[src/rtl/spawn_scheduler.sv]
// spawn_scheduler
//   Paces object spawns for the play field. A 16-bit Fibonacci LFSR supplies
//   a pseudo-random inter-spawn gap (MIN_GAP + lfsr[3:0]) and the lane/type
//   of each offered object. Offers use a valid/ready handshake with the
//   downstream object table. A rising edge on relife reseeds the LFSR from
//   the seed pairs and clears the accepted-spawn counter.
//
// Ports
//   frame_clk    in   1   sole clock, rising edge
//   Reset_n      in   1   synchronous active-low reset
//   game_state   in   3   game FSM state; spawning runs only in PLAY_STATE
//   relife       in   1   level, high during a life restart
//   seed_1       in   2   seed bits, stable while relife is high
//   seed_2       in   2   second seed pair
//   spawn_ready  in   1   downstream accepts the offered spawn
//   spawn_valid  out  1   spawn offer pending
//   spawn_lane   out  2   lane of offered object
//   spawn_type   out  2   type of offered object
//   spawn_count  out  16  accepted spawns since reset or reseed
//   lfsr_state   out  16  current LFSR value (debug)
module spawn_scheduler #(
   parameter logic [2:0] PLAY_STATE = 3'd3,
   parameter logic [7:0] MIN_GAP    = 8'd8
) (
   input  logic        frame_clk,
   input  logic        Reset_n,
   input  logic [2:0]  game_state,
   input  logic        relife,
   input  logic [1:0]  seed_1,
   input  logic [1:0]  seed_2,
   input  logic        spawn_ready,
   output logic        spawn_valid,
   output logic [1:0]  spawn_lane,
   output logic [1:0]  spawn_type,
   output logic [15:0] spawn_count,
   output logic [15:0] lfsr_state
);

   typedef enum logic [1:0] {
      IDLE  = 2'd0,
      WAIT  = 2'd1,
      OFFER = 2'd2
   } state_t;

   state_t      state_q, state_d;
   logic [15:0] lfsr_q, lfsr_d;
   logic [7:0]  gap_q, gap_d;
   logic        relife_q;
   logic        valid_q, valid_d;
   logic [1:0]  lane_q, lane_d;
   logic [1:0]  type_q, type_d;
   logic [15:0] count_q, count_d;

   logic        reseed;
   logic        in_play;
   logic [15:0] lfsr_step;
   logic [8:0]  gap_sum;
   logic [7:0]  gap_load;

   assign reseed    = relife & ~relife_q;
   assign in_play   = (game_state == PLAY_STATE);
   assign lfsr_step = {lfsr_q[14:0], lfsr_q[15] ^ lfsr_q[13] ^ lfsr_q[12] ^ lfsr_q[10]};

   // Ninth bit of the sum flags overflow so the gap saturates instead of wrapping.
   assign gap_sum  = {1'b0, MIN_GAP} + {5'd0, lfsr_q[3:0]};
   assign gap_load = gap_sum[8] ? 8'hFF : gap_sum[7:0];

   // NOTE: every always_comb output gets its hold value first, so no path
   // through the case statement can leave a signal unassigned (no latches).
   always_comb begin
      state_d = state_q;
      lfsr_d  = lfsr_q;
      gap_d   = gap_q;
      valid_d = valid_q;
      lane_d  = lane_q;
      type_d  = type_q;
      count_d = count_q;

      if (relife) begin
         // A life restart overrides everything, including a completing handshake.
         state_d = IDLE;
         valid_d = 1'b0;
         if (reseed) begin
            lfsr_d  = {seed_1, seed_2, 12'hACE};
            count_d = 16'd0;
         end
      end else begin
         unique case (state_q)
            IDLE: begin
               if (in_play) begin
                  state_d = WAIT;
                  gap_d   = gap_load;
               end
            end
            WAIT: begin
               if (!in_play) begin
                  state_d = IDLE;
                  valid_d = 1'b0;
               end else if (gap_q != 8'd0) begin
                  gap_d  = gap_q - 8'd1;
                  lfsr_d = lfsr_step;
               end else begin
                  state_d = OFFER;
                  valid_d = 1'b1;
                  lane_d  = lfsr_q[5:4];
                  type_d  = lfsr_q[7:6];
               end
            end
            OFFER: begin
               if (!in_play) begin
                  state_d = IDLE;
                  valid_d = 1'b0;
               end else if (spawn_ready) begin
                  // valid is high throughout OFFER, so ready alone completes the transfer.
                  count_d = count_q + 16'd1;
                  valid_d = 1'b0;
                  gap_d   = gap_load;
                  state_d = WAIT;
               end
            end
            default: begin
               state_d = IDLE;
               valid_d = 1'b0;
            end
         endcase
      end
   end

   // NOTE: sequential state uses non-blocking assignments so every register
   // samples pre-edge values regardless of statement order.
   always_ff @(posedge frame_clk) begin
      if (!Reset_n) begin
         state_q  <= IDLE;
         lfsr_q   <= 16'hACE1;
         gap_q    <= 8'd0;
         relife_q <= 1'b0;
         valid_q  <= 1'b0;
         lane_q   <= 2'd0;
         type_q   <= 2'd0;
         count_q  <= 16'd0;
      end else begin
         state_q  <= state_d;
         lfsr_q   <= lfsr_d;
         gap_q    <= gap_d;
         relife_q <= relife;
         valid_q  <= valid_d;
         lane_q   <= lane_d;
         type_q   <= type_d;
         count_q  <= count_d;
      end
   end

   assign spawn_valid = valid_q;
   assign spawn_lane  = lane_q;
   assign spawn_type  = type_q;
   assign spawn_count = count_q;
   assign lfsr_state  = lfsr_q;

endmodule

[config.mk]
export PLATFORM = sky130hd
export DESIGN_NAME = spawn_scheduler
export DESIGN_NICKNAME = d
export VERILOG_FILES = /design/src/rtl/spawn_scheduler.sv
export SDC_FILE = /design/constraint.sdc
export NUM_CORES = 1
export LEC_CHECK = 0
export ABC_CLOCK_PERIOD_IN_PS = 2100
export BUFFER_PORTS_ARGS = -buffer_cell sky130_fd_sc_hd__buf_2
export CAP_MARGIN = 15
export CORE_ASPECT_RATIO = 1.75
export CORE_UTILIZATION = 49
export CTS_CLUSTER_DIAMETER = 30
export DETAILED_ROUTE_END_ITERATION = 10
export PLACE_DENSITY = 0.86
export SETUP_SLACK_MARGIN = 0.3
export SLEW_MARGIN = 20
export SYNTH_ARGS = -nofsm -noshare
export SYNTH_HDL_FRONTEND = slang
export SYNTH_SLANG_ARGS = --single-unit
[constraint.sdc]
create_clock -name frame_clk -period 2.1 [get_ports frame_clk]
set_clock_uncertainty 0.1 [all_clocks]
set_input_delay 0.315 -clock frame_clk [delete_from_list [all_inputs] [get_ports frame_clk]]
set_output_delay 0.315 -clock frame_clk [all_outputs]
set_load 0.1 [all_outputs]
# Yosys cells after proc, flatten, opt, wreduce, memory -nomap -nowiden
# Cells that the tools add are included.
[classes]
addsub = 3
eq_ne = 11
n_mux = 28
bitwise_logic = 9
n_reduce_logical = 15
[ops]
columns = ["cell", "n"]
rows = [
  ["16-bit 2-to-1 mux", 10],
  ["8-bit 2-to-1 mux", 6],
  ["8-bit one-hot mux with 3 select lines", 1],
  ["16-bit by 1-bit adder with 16-bit output, second input constant", 1],
  ["4-bit AND reduction", 3],
  ["2-bit 2-to-1 mux", 5],
  ["2-bit inequality test, second input constant", 5],
  ["2-bit nonzero test", 5],
  ["8-bit nonzero test", 1],
  ["8-bit by 1-bit subtractor with 8-bit output, second input constant", 1],
  ["7-bit AND reduction", 1],
  ["3-bit inequality test, second input constant", 2],
  ["2-bit one-hot mux with 3 select lines", 1],
  ["3-bit AND reduction", 2],
  ["4-bit by 4-bit adder with 5-bit output, first input constant", 1],
  ["1-bit NOT", 5],
  ["1-bit 2-to-1 mux", 4],
  ["3-bit by 2-bit equality test with 1-bit output, second input constant", 1],
  ["1-bit one-hot mux with 3 select lines", 1],
  ["3-bit nonzero test", 1],
  ["1-bit XOR", 3],
  ["2-bit by 1-bit equality test with 1-bit output, second input constant", 1],
  ["2-bit equality test, second input constant", 1],
  ["2-bit logical NOT", 1],
  ["other kinds (3)", 3],
]
[totals]
reg_bits = 48
output_inout_bits = 37
word_cells = 74

# Logic depth before layout (Yosys ltp)
# Gate-level depths: netlist of run 1.
[depth]
word_depth = 7
depth_mapped = 9
ltp_nobuf = 6

# Worst setup path after synthesis of run 1
# Ideal clock, no wire load.
[synth_timing]
kind = "flip-flop to flip-flop"
startpoint = "register count_q[0], in the netlist spawn_count[0]"
endpoint = "register count_q[12], in the netlist spawn_count[12]"
arrival_time_ps = 2333
required_time_ps = 1930
slack_ps = -404
path_stages_with_launch = 6
path_buffers = 0
synth_period_minus_slack_ps = 2504
path_cell_list = "dfxtp_1 -> ha_1 -> nand3_1 -> nor2_1 -> or4b_2 -> a21oi_1"
[synth_between]
elab_chain_cells = 5
[synth_rtl]
columns = ["item", "line", "rtl"]
rows = [
  ["from (decl)", "52", "logic [15:0] count_q, count_d;"],
  ["from (signal assigned)", "149", "count_q <= count_d;"],
  ["16-bit by 1-bit adder with 16-bit output", "115", "count_d = count_q + 16'd1;"],
  ["16-bit 2-to-1 mux", "113", "end else if (spawn_ready) begin"],
  ["16-bit 2-to-1 mux", "110", "if (!in_play) begin"],
  ["16-bit 2-to-1 mux", "88", "unique case (state_q)"],
  ["16-bit 2-to-1 mux", "79", "if (relife) begin"],
]
# No other way between the ends. The select of a mux whose other input is x is not followed.
# A chain may end at the register's enable or synchronous reset.

# Final worst setup path of run 1
[layout_timing]
startpoint = "register gap_q[0]"
endpoint = "register gap_q[4]"
[layout_between]
elab_chain_cells = 4
[layout_rtl]
columns = ["item", "line", "rtl"]
rows = [
  ["from (decl)", "47", "logic [7:0] gap_q, gap_d;"],
  ["from (signal assigned)", "144", "gap_q <= gap_d;"],
  ["8-bit by 1-bit subtractor with 8-bit output", "100", "gap_d = gap_q - 8'd1;"],
  ["8-bit 2-to-1 mux", "99", "end else if (gap_q != 8'd0) begin"],
  ["8-bit 2-to-1 mux", "96", "if (!in_play) begin"],
  ["8-bit one-hot mux with 3 select lines", "88", ""],
]
# Several ways; a longest one is shown, not always the timed one. The select of a mux whose other input is x is not followed.

==> flow_summary.ini, run 1 <==
[clock_tree]
cts_max_level = 2
clk_latency_ns = 0.31
cts-root-buf = clkbuf_8
cts-buffers-inserted = 5
path_clk_slew_ns = 0.09
cts_sinks = 48
clockBufferDepth = 2
cts_tree = done
ctsHoldBuffers = 0

[yosys]
syn_nets = 305
synth_edf_count = 0
yosysTopAreaCellShare = 0.3963
synth_ff_type = dfxtp_1
async_flop_share = 0
syn_area_sq_um = 2425
synth_compound_area_frac = 0.1992
yosys.area_share.adder = 0.01548
synth_warnings = 0
ys_ff_latch = 48
synth_area_leaders = dfxtp_1 (40%), a21oi_1 (5.0%), nand3_1 (4.1%)
muxShareOfSynthArea = 0.02477
avgSynthCellArea_sq_um = 8.333
synth_top_family_by_area = simple AND/OR/NAND/NOR gates
synthCells = 291
ys_seq_area_frac = 0.3963
yosys.area_share.simple = 0.3111
synth_top_area_cell = dfxtp_1
ys_types = 47
synthXorXnorAreaFrac = 0.01445

[drt]
wl_per_cell_microns = 16.45
first_pass_iters = 7
wirelength_microns = 6779
drc = 0
via_per_inst = 6.301
dr_total_vias = 2596
drtAntennaViolNets = 0
drt_iter0_drc = 98

[sta]
min_period_over_period = 0.8884
holdWs_ns = 0.1781
layout_min_cycle_time_ns = 1.866
hold_violations = 0
fmax_mhz = 536.0
finalMaxSlewViolations = 0
setup_viol = 0
slew_headroom = 0.6727
worst_slack_ns = 0.2344
rsz0062_at_grt = true
totalNegativeSetupSlack_ns = 0
worst_pin_slew_ns = 0.4944

[grt]
grt-ovfl-total = 0
grt_max_degree = 18
grt_pass1_wl_microns = 10290
gr-usage-all-layers = 0.2661
grt_pass1_vias = 2383
antenna_found_initial = 0

[power]
clockPowerShare = 0.291
switchingPower_mw = 0.5819
power_density_nw_per_um2 = 592.5
p_seq_frac = 0.511
p_int_mw = 1.257
combPwrFrac = 0.198
ir_drop_mv = 0.5457
switching_share = 0.3164
power_mw = 1.839
p_leak_nw = 1.238

[floorplan]
ios = 48
dieArea_sq_um = 5245
start_util = 0.5152
fp.dieW_microns = 55.18
die_h_microns = 95.06
placementRows = 33
core_sq_um = 4707

[run_status]
status = finished, final reports clean

[placement]
place_worst_setup_slack_ns = 0.07478
hpwlAfterDp_microns = 4681
gp_congestion = 0.8984
port_buffers = 47
dp_cells = 393
dpl_cell_area_sq_um = 2873

[layout]
design_area_sq_um = 3104
final_core_util = 0.6595
diodes = 0
fin_cells = 412
nets = 374
syn_to_final_growth_pct = 28.02
drive_gt1_frac = 0.3556

[worst_setup_path]
critPathMaxFanout = 6
critPathArrivalTime_ns = 1.97
crit_path_start_kind = register
rr_startpoint = gap_q[0]
crit_start = gap_q[0]
cp_data_required_time_ns = 2.20
worstSetupPathType = register to register
end_kind = register

[min_path]
hold_start = seed_2[1]
holdCritPathClass = primary input to register

[run]
drv_cap = 0
-- cells by family (layout without fill, tap and decap cells) --
kind of cell             count (synthesis)  after routing
buffers and inverters                   23             92
AND/OR/NAND/NOR                        135            135
flip-flops                              48             48
multiplexers                             6              6
AO/OA/AOI/OAI                           72             72
adder cells (fa/ha/maj)                  3              3
XOR/XNOR                                 4              4
-- state kept, by name, indices dropped and copies added, names as in the netlist --
signal       flops
lfsr_state      16
spawn_valid      1
relife_q         1
state_q          2
spawn_lane       2
spawn_count     16
spawn_type       2
gap_q            8
-- placed cells by master (no fill, tap or decap), types with 5 or more instances in the layout --
cell type | synthesis | final
buf_2 | 6 | 47
buf_4 | 0 | 32
a21oi_1 | 24 | 23
clkbuf_8 | 0 | 5
nand2b_1 | 5 | 5
mux2i_1 | 6 | 6
nand4_1 | 6 | 6
nor3_1 | 19 | 19
or4_1 | 11 | 10
dfxtp_2 | 0 | 7
dfxtp_4 | 0 | 10
nor2b_1 | 7 | 7
o21ai_0 | 10 | 9
o31ai_1 | 9 | 9
nand2_1 | 26 | 26
nand3_1 | 20 | 19
dfxtp_1 | 48 | 31
nor2_1 | 21 | 21
-- final timing paths --
check | endpoint | slack (ns) | cells after the start
min reg2reg | spawn_count[15] | 0.38 | 2
max reg2reg | gap_q[4] | 0.23 | 6
max | gap_q[4] | 0.23 | 6
min | lfsr_state[13] | 0.18 | 3
-- power by group through the flow --
| stage | registers [mW] | clock network, mW | logic [mW] |
|---|---|---|---|
| finish | 0.940 | 0.535 | 0.365 |
| global route | 0.943 | 0.574 | 0.383 |
| CTS | 0.940 | 0.541 | 0.347 |
| detailed placement | 0.961 | 0 | 0.335 |
| global placement | 0.960 | 0 | 0.331 |
| floorplan | 1.07 | 0 | 0.141 |
-- metal layers --
layer / up-vias / global-route usage / routed length, microns / part of all wire
met5: - / 0 / 0 / 0
met2: 120 / 0.4970 / 3645 / 0.54
met3: 29 / 0.04306 / 345 / 0.051
li1: 1223 / - / - / -
met4: 0 / 0.1542 / 287 / 0.042
met1: 1224 / 0.2522 / 2501 / 0.37
-- timing repair --
item,CTS,global route
hold endpoints to repair,0,0
pin swaps,5,5
gates resized for setup,4,12
setup buffers,6,6
setup endpoints to repair,27,27
cloned,0,0
-- cells in the mapped netlist, types with 2 or more instances --
master and number:
dfxtp_1 48, nand2_1 26, a21oi_1 24, nor2_1 21, nand3_1 20, nor3_1 19
clkbuf_1 13, or4_1 11, o21ai_0 10, o31ai_1 9, nor2b_1 7, buf_2 6
mux2i_1 6, nand4_1 6, nand2b_1 5, a221oi_1 4, inv_1 4, ha_1 3
o211ai_1 3, o32ai_1 3, or3_1 3, xnor2_1 3, a211oi_1 2, a211oi_2 2
a21oi_2 2, a22oi_1 2, a31oi_1 2, and2_1 2, and3_1 2, and4_1 2
nand3b_1 2, nand4bb_1 2, o221ai_1 2, or4b_2 2
-- critical path: stages, from the launching register on --
cell      delay [ns]
dfxtp_2         0.35
inv_4           0.06
buf_4           0.10
ha_1            0.28
nor3b_1         0.37
o221ai_1        0.20
a32o_1          0.29
-- cell type report --
type                       count  area [sq um]
fill                         368          1603
tap                           52         65.06
clock inverter                 2         11.26
inverter                       4         17.52
timing repair buffer          81         498.0
multi-input combinational    220          1436
sequential                    48          1007
clock buffer                   5         68.82
(Power assumes the default switching activity.)
==> run 2: changes to the inputs <==
--- a/config.mk
+++ b/config.mk
@@ -5,14 +5,16 @@
 export SDC_FILE = /design/constraint.sdc
 export NUM_CORES = 1
 export LEC_CHECK = 0
+export ABC_AREA = 0
 export ABC_CLOCK_PERIOD_IN_PS = 2100
 export BUFFER_PORTS_ARGS = -buffer_cell sky130_fd_sc_hd__buf_2
 export CAP_MARGIN = 15
 export CORE_ASPECT_RATIO = 1.75
-export CORE_UTILIZATION = 49
+export CORE_UTILIZATION = 51
+export CTS_BUF_LIST = sky130_fd_sc_hd__clkbuf_8
 export CTS_CLUSTER_DIAMETER = 30
 export DETAILED_ROUTE_END_ITERATION = 10
-export PLACE_DENSITY = 0.86
+export PLACE_DENSITY = 0.89
 export SETUP_SLACK_MARGIN = 0.3
 export SLEW_MARGIN = 20
 export SYNTH_ARGS = -nofsm -noshare
==> flow_summary.ini, run 2 (same netlist as run 1, synthesis figures left out) <==
[run_status]
status = finished, final reports clean

[drt]
wirelength_microns = 6847
dr_total_vias = 2593
drt_iter0_drc = 146
wl_per_cell_microns = 16.86
drtAntennaViolNets = 0
drc = 0
via_per_inst = 6.387
first_pass_iters = 4

[placement]
dp_cells = 389
port_buffers = 47
place_worst_setup_slack_ns = 0.007656
gp_congestion = 0.9042
dpl_cell_area_sq_um = 2861
hpwlAfterDp_microns = 4827

[worst_setup_path]
critPathMaxFanout = 6
reg2reg_slack_ns = 0.27
crit_path_start_kind = register
cp_data_required_time_ns = 2.23
critPathArrivalTime_ns = 1.97
end_kind = register
worstSetupPathType = register to register

[sta]
layout_min_cycle_time_ns = 1.834
fmax_mhz = 545.3
min_period_over_period = 0.8733
rsz0062_at_grt = true
worst_pin_slew_ns = 0.6105
slew_headroom = 0.5926
totalNegativeSetupSlack_ns = 0
hold_violations = 0
setup_viol = 0
worst_slack_ns = 0.2660
holdWs_ns = 0.2339
finalMaxSlewViolations = 0

[layout]
drive_gt1_frac = 0.3493
nFillCells = 373
syn_to_final_growth_pct = 27.30
fin_cells = 406
final_core_util = 0.6883
diodes = 0
final_common_cell = buf_2
final_cell_mix = buf_2 (47), dfxtp_1 (29), buf_4 (26), nand2_1 (25), a21oi_1 (23)
design_area_sq_um = 3087
nets = 368

[floorplan]
ios = 48
start_util = 0.5407
fp.dieW_microns = 54.13
placementRows = 32
die_h_microns = 93.22
dieArea_sq_um = 5045
core_sq_um = 4484

[min_path]
holdCritPathClass = primary input to register

[run]
drv_cap = 0

[clock_tree]
cts-buffers-inserted = 5
clockBufferDepth = 2
path_clk_slew_ns = 0.09
ctsHoldBuffers = 0
cts_sinks = 48
clk_latency_ns = 0.31
cts_max_level = 2
cts_tree = done
cts-root-buf = clkbuf_8

[power]
power_density_nw_per_um2 = 633.2
ir_drop_mv = 0.5783
power_mw = 1.954
p_leak_nw = 1.228

[grt]
grt-ovfl-total = 0
antenna_found_initial = 0
gr-usage-all-layers = 0.2775
grt_pass1_vias = 2376
grt_max_degree = 21
grt_pass1_wl_microns = 10380
-- run 2: layout make-up --
cell class                 instances  area [sq um]  area share
multi-input combinational        220          1421      0.4605
inverter                           4         20.02    0.006486
sequential                        48          1012      0.3279
clock inverter                     3         38.79     0.01257
tap                               51         63.81     0.02067
clock buffer                       5         68.82     0.02229
timing repair buffer              75         461.7      0.1496
-- run 2: worst max-delay path, cell delays in order, from the launching register on --
cell and delay [ns]:
dfxtp_4 0.37, inv_4 0.04, ha_4 0.15, nor3b_4 0.16, a211o_1 0.34, or4_1 0.49, o211ai_1 0.10
-- run 2: power breakdown --
group          leakage (nW)  switching [mW]  total (mW)  internal [mW]
Combinational         0.765           0.252       0.363          0.111
Clock                0.0593           0.304       0.653          0.349
Sequential            0.403          0.0213       0.938          0.917
Total                  1.23           0.577        1.95           1.38
-- run 2: worst paths after layout --
kind                      to  cells after the start       startpoint
min reg2reg  spawn_count[13]                      2  spawn_count[13]
max reg2reg         gap_q[7]                      6         gap_q[1]
min           lfsr_state[14]                      3        seed_1[0]
max                 gap_q[7]                      6         gap_q[1]
-- run 2: what timing repair did --
item,in CTS,in global routing
setup buffers,5,4
pin swaps,5,4
endpoints found under the setup margin,33,28
gates resized for setup,10,8
-- run 2: layer usage --
metal	vias up	wire length [microns]	GRT usage
met3	30	335	0.04065
met2	114	3866	0.5173
li1	1217	-	-
met1	1232	2378	0.2685
met5	-	0	0
met4	0	267	0.1496
==> run 3: changes to the inputs <==
--- a/config.mk
+++ b/config.mk
@@ -15,7 +15,6 @@
 export CTS_CLUSTER_DIAMETER = 30
 export DETAILED_ROUTE_END_ITERATION = 10
 export PLACE_DENSITY = 0.89
-export SETUP_SLACK_MARGIN = 0.3
 export SLEW_MARGIN = 20
 export SYNTH_ARGS = -nofsm -noshare
 export SYNTH_HDL_FRONTEND = slang
==> flow_summary.ini, run 3 (same netlist as run 1, synthesis figures left out) <==
[run_status]
status = finished, final reports clean

[layout]
final_cell_mix = buf_2 (47), dfxtp_1 (36), nand2_1 (26), a21oi_1 (24), nor2_1 (21)
nets = 360
drive_gt1_frac = 0.2824
fin_cells = 398
diodes = 0
final_common_cell = buf_2
design_area_sq_um = 2920
syn_to_final_growth_pct = 20.43
nFillCells = 378

[sta]
rsz0062_at_grt = false
slew_headroom = 0.6672
min_period_over_period = 0.9333
layout_min_cycle_time_ns = 1.960
fmax_mhz = 510.2
hold_violations = 0
worst_pin_slew_ns = 0.4980
setup_viol = 0
holdWs_ns = 0.1989
finalMaxSlewViolations = 0

[grt]
grt_pass1_vias = 2268
grt-ovfl-total = 0
grt_max_degree = 27
grt_pass1_wl_microns = 9894
antenna_found_initial = 0
gr-usage-all-layers = 0.2585

[power]
p_seq_frac = 0.508
clockPowerShare = 0.312
switching_share = 0.3195
switchingPower_mw = 0.5990
p_leak_nw = 1.168
combPwrFrac = 0.180
ir_drop_mv = 0.5598
power_density_nw_per_um2 = 642.1
p_int_mw = 1.276

[worst_setup_path]
crit_start = gap_q[0]
rr_startpoint = gap_q[0]
cp_data_required_time_ns = 2.23
critPathArrivalTime_ns = 2.09
r2r-end = spawn_valid
end_kind = register
r2r_cells = 6
crit_path_start_kind = register
worstSetupEndpoint = spawn_valid
critPathMaxFanout = 5
worstSetupPathType = register to register
reg2reg_slack_ns = 0.14

[floorplan]
fp.dieW_microns = 54.13
start_util = 0.5407
placementRows = 32
ios = 48
core_sq_um = 4484
dieArea_sq_um = 5045
die_h_microns = 93.22

[clock_tree]
cts-buffers-inserted = 5
cts_max_level = 2
post_cts_buffers = 0
cts_tree = done
path_clk_slew_ns = 0.10
clockBufferDepth = 2
cts_sinks = 48
ctsHoldBuffers = 0
ctsResizeCount = 0
clk_latency_ns = 0.31
cts-root-buf = clkbuf_8

[run]
drv_cap = 0

[drt]
drtAntennaViolNets = 0
drc = 0
wirelength_microns = 6001
wl_per_cell_microns = 15.08
dr_total_vias = 2442
first_pass_iters = 4
via_per_inst = 6.136
drt_iter0_drc = 71

[placement]
gp_congestion = 0.8519
port_buffers = 47
dpl_cell_area_sq_um = 2823
dp_cells = 390
hpwlAfterDp_microns = 4500

[min_path]
holdCritPathClass = primary input to register
run 3: area by class of cell:
cell class / count / area, sq um / area share
clock buffers: 5 / 68.82 / 0.02356
clock inverters: 3 / 26.28 / 0.008997
inverters: 4 / 15.01 / 0.005141
multi-input cells: 220 / 1373 / 0.4700
flip-flops and latches: 48 / 975.9 / 0.3342
well taps: 51 / 63.81 / 0.02185
repair buffers: 67 / 397.9 / 0.1362
run 3: critical path, cell delays in order, from the launching register on:
cell and delay [ns]:
dfxtp_1 0.32, inv_1 0.11, ha_2 0.21, nor3b_4 0.28
a21oi_2 0.10, or4_1 0.55, a211oi_2 0.21
run 3: metal layers:
metal,part of all wire,up-vias,global-route usage
met3,0.043,11,0.05041
li1,-,1200,-
met2,0.56,86,0.4715
met4,0.019,0,0.1197
met1,0.38,1145,0.2621
met5,0,-,0
run 3: through the flow:
| step | TNS [ns] | setup slack [ns] | total power, mW | util |
|---|---|---|---|---|
| after floorplan | -0.02268 | -0.01716 | 1.222 | - |
| after global placement | 0 | 0.2485 | 1.302 | 0.6295 |
| after detailed placement | 0 | 0.1364 | 1.308 | 0.6295 |
| after CTS | 0 | 0.1128 | 1.879 | 0.6507 |
| after global routing | 0 | 0.01694 | 1.944 | 0.6512 |
| final | 0 | 0.1401 | 1.875 | 0.6512 |
run 3: power by group through the flow:
stage	registers, mW	clock network, mW	logic [mW]
floorplan	1.09	0	0.135
global placement	0.974	0	0.328
detailed placement	0.974	0	0.333
CTS	0.953	0.591	0.335
global route	0.956	0.631	0.357
finish	0.953	0.585	0.337
run 3: how the worst min path moves through the flow:
stage / from / end / slack [ns] / depth (start not counted)
2_1_floorplan: gap_q[1] / gap_q[1] / 0.38 / 2
3_3_place_gp: spawn_count[15] / spawn_count[15] / 0.36 / 2
3_5_place_dp: spawn_count[15] / spawn_count[15] / 0.37 / 2
4_1_cts: Reset_n / lfsr_state[7] / 0.19 / 2
5_1_grt: Reset_n / lfsr_state[7] / 0.18 / 2
6_report: Reset_n / lfsr_state[7] / 0.20 / 2
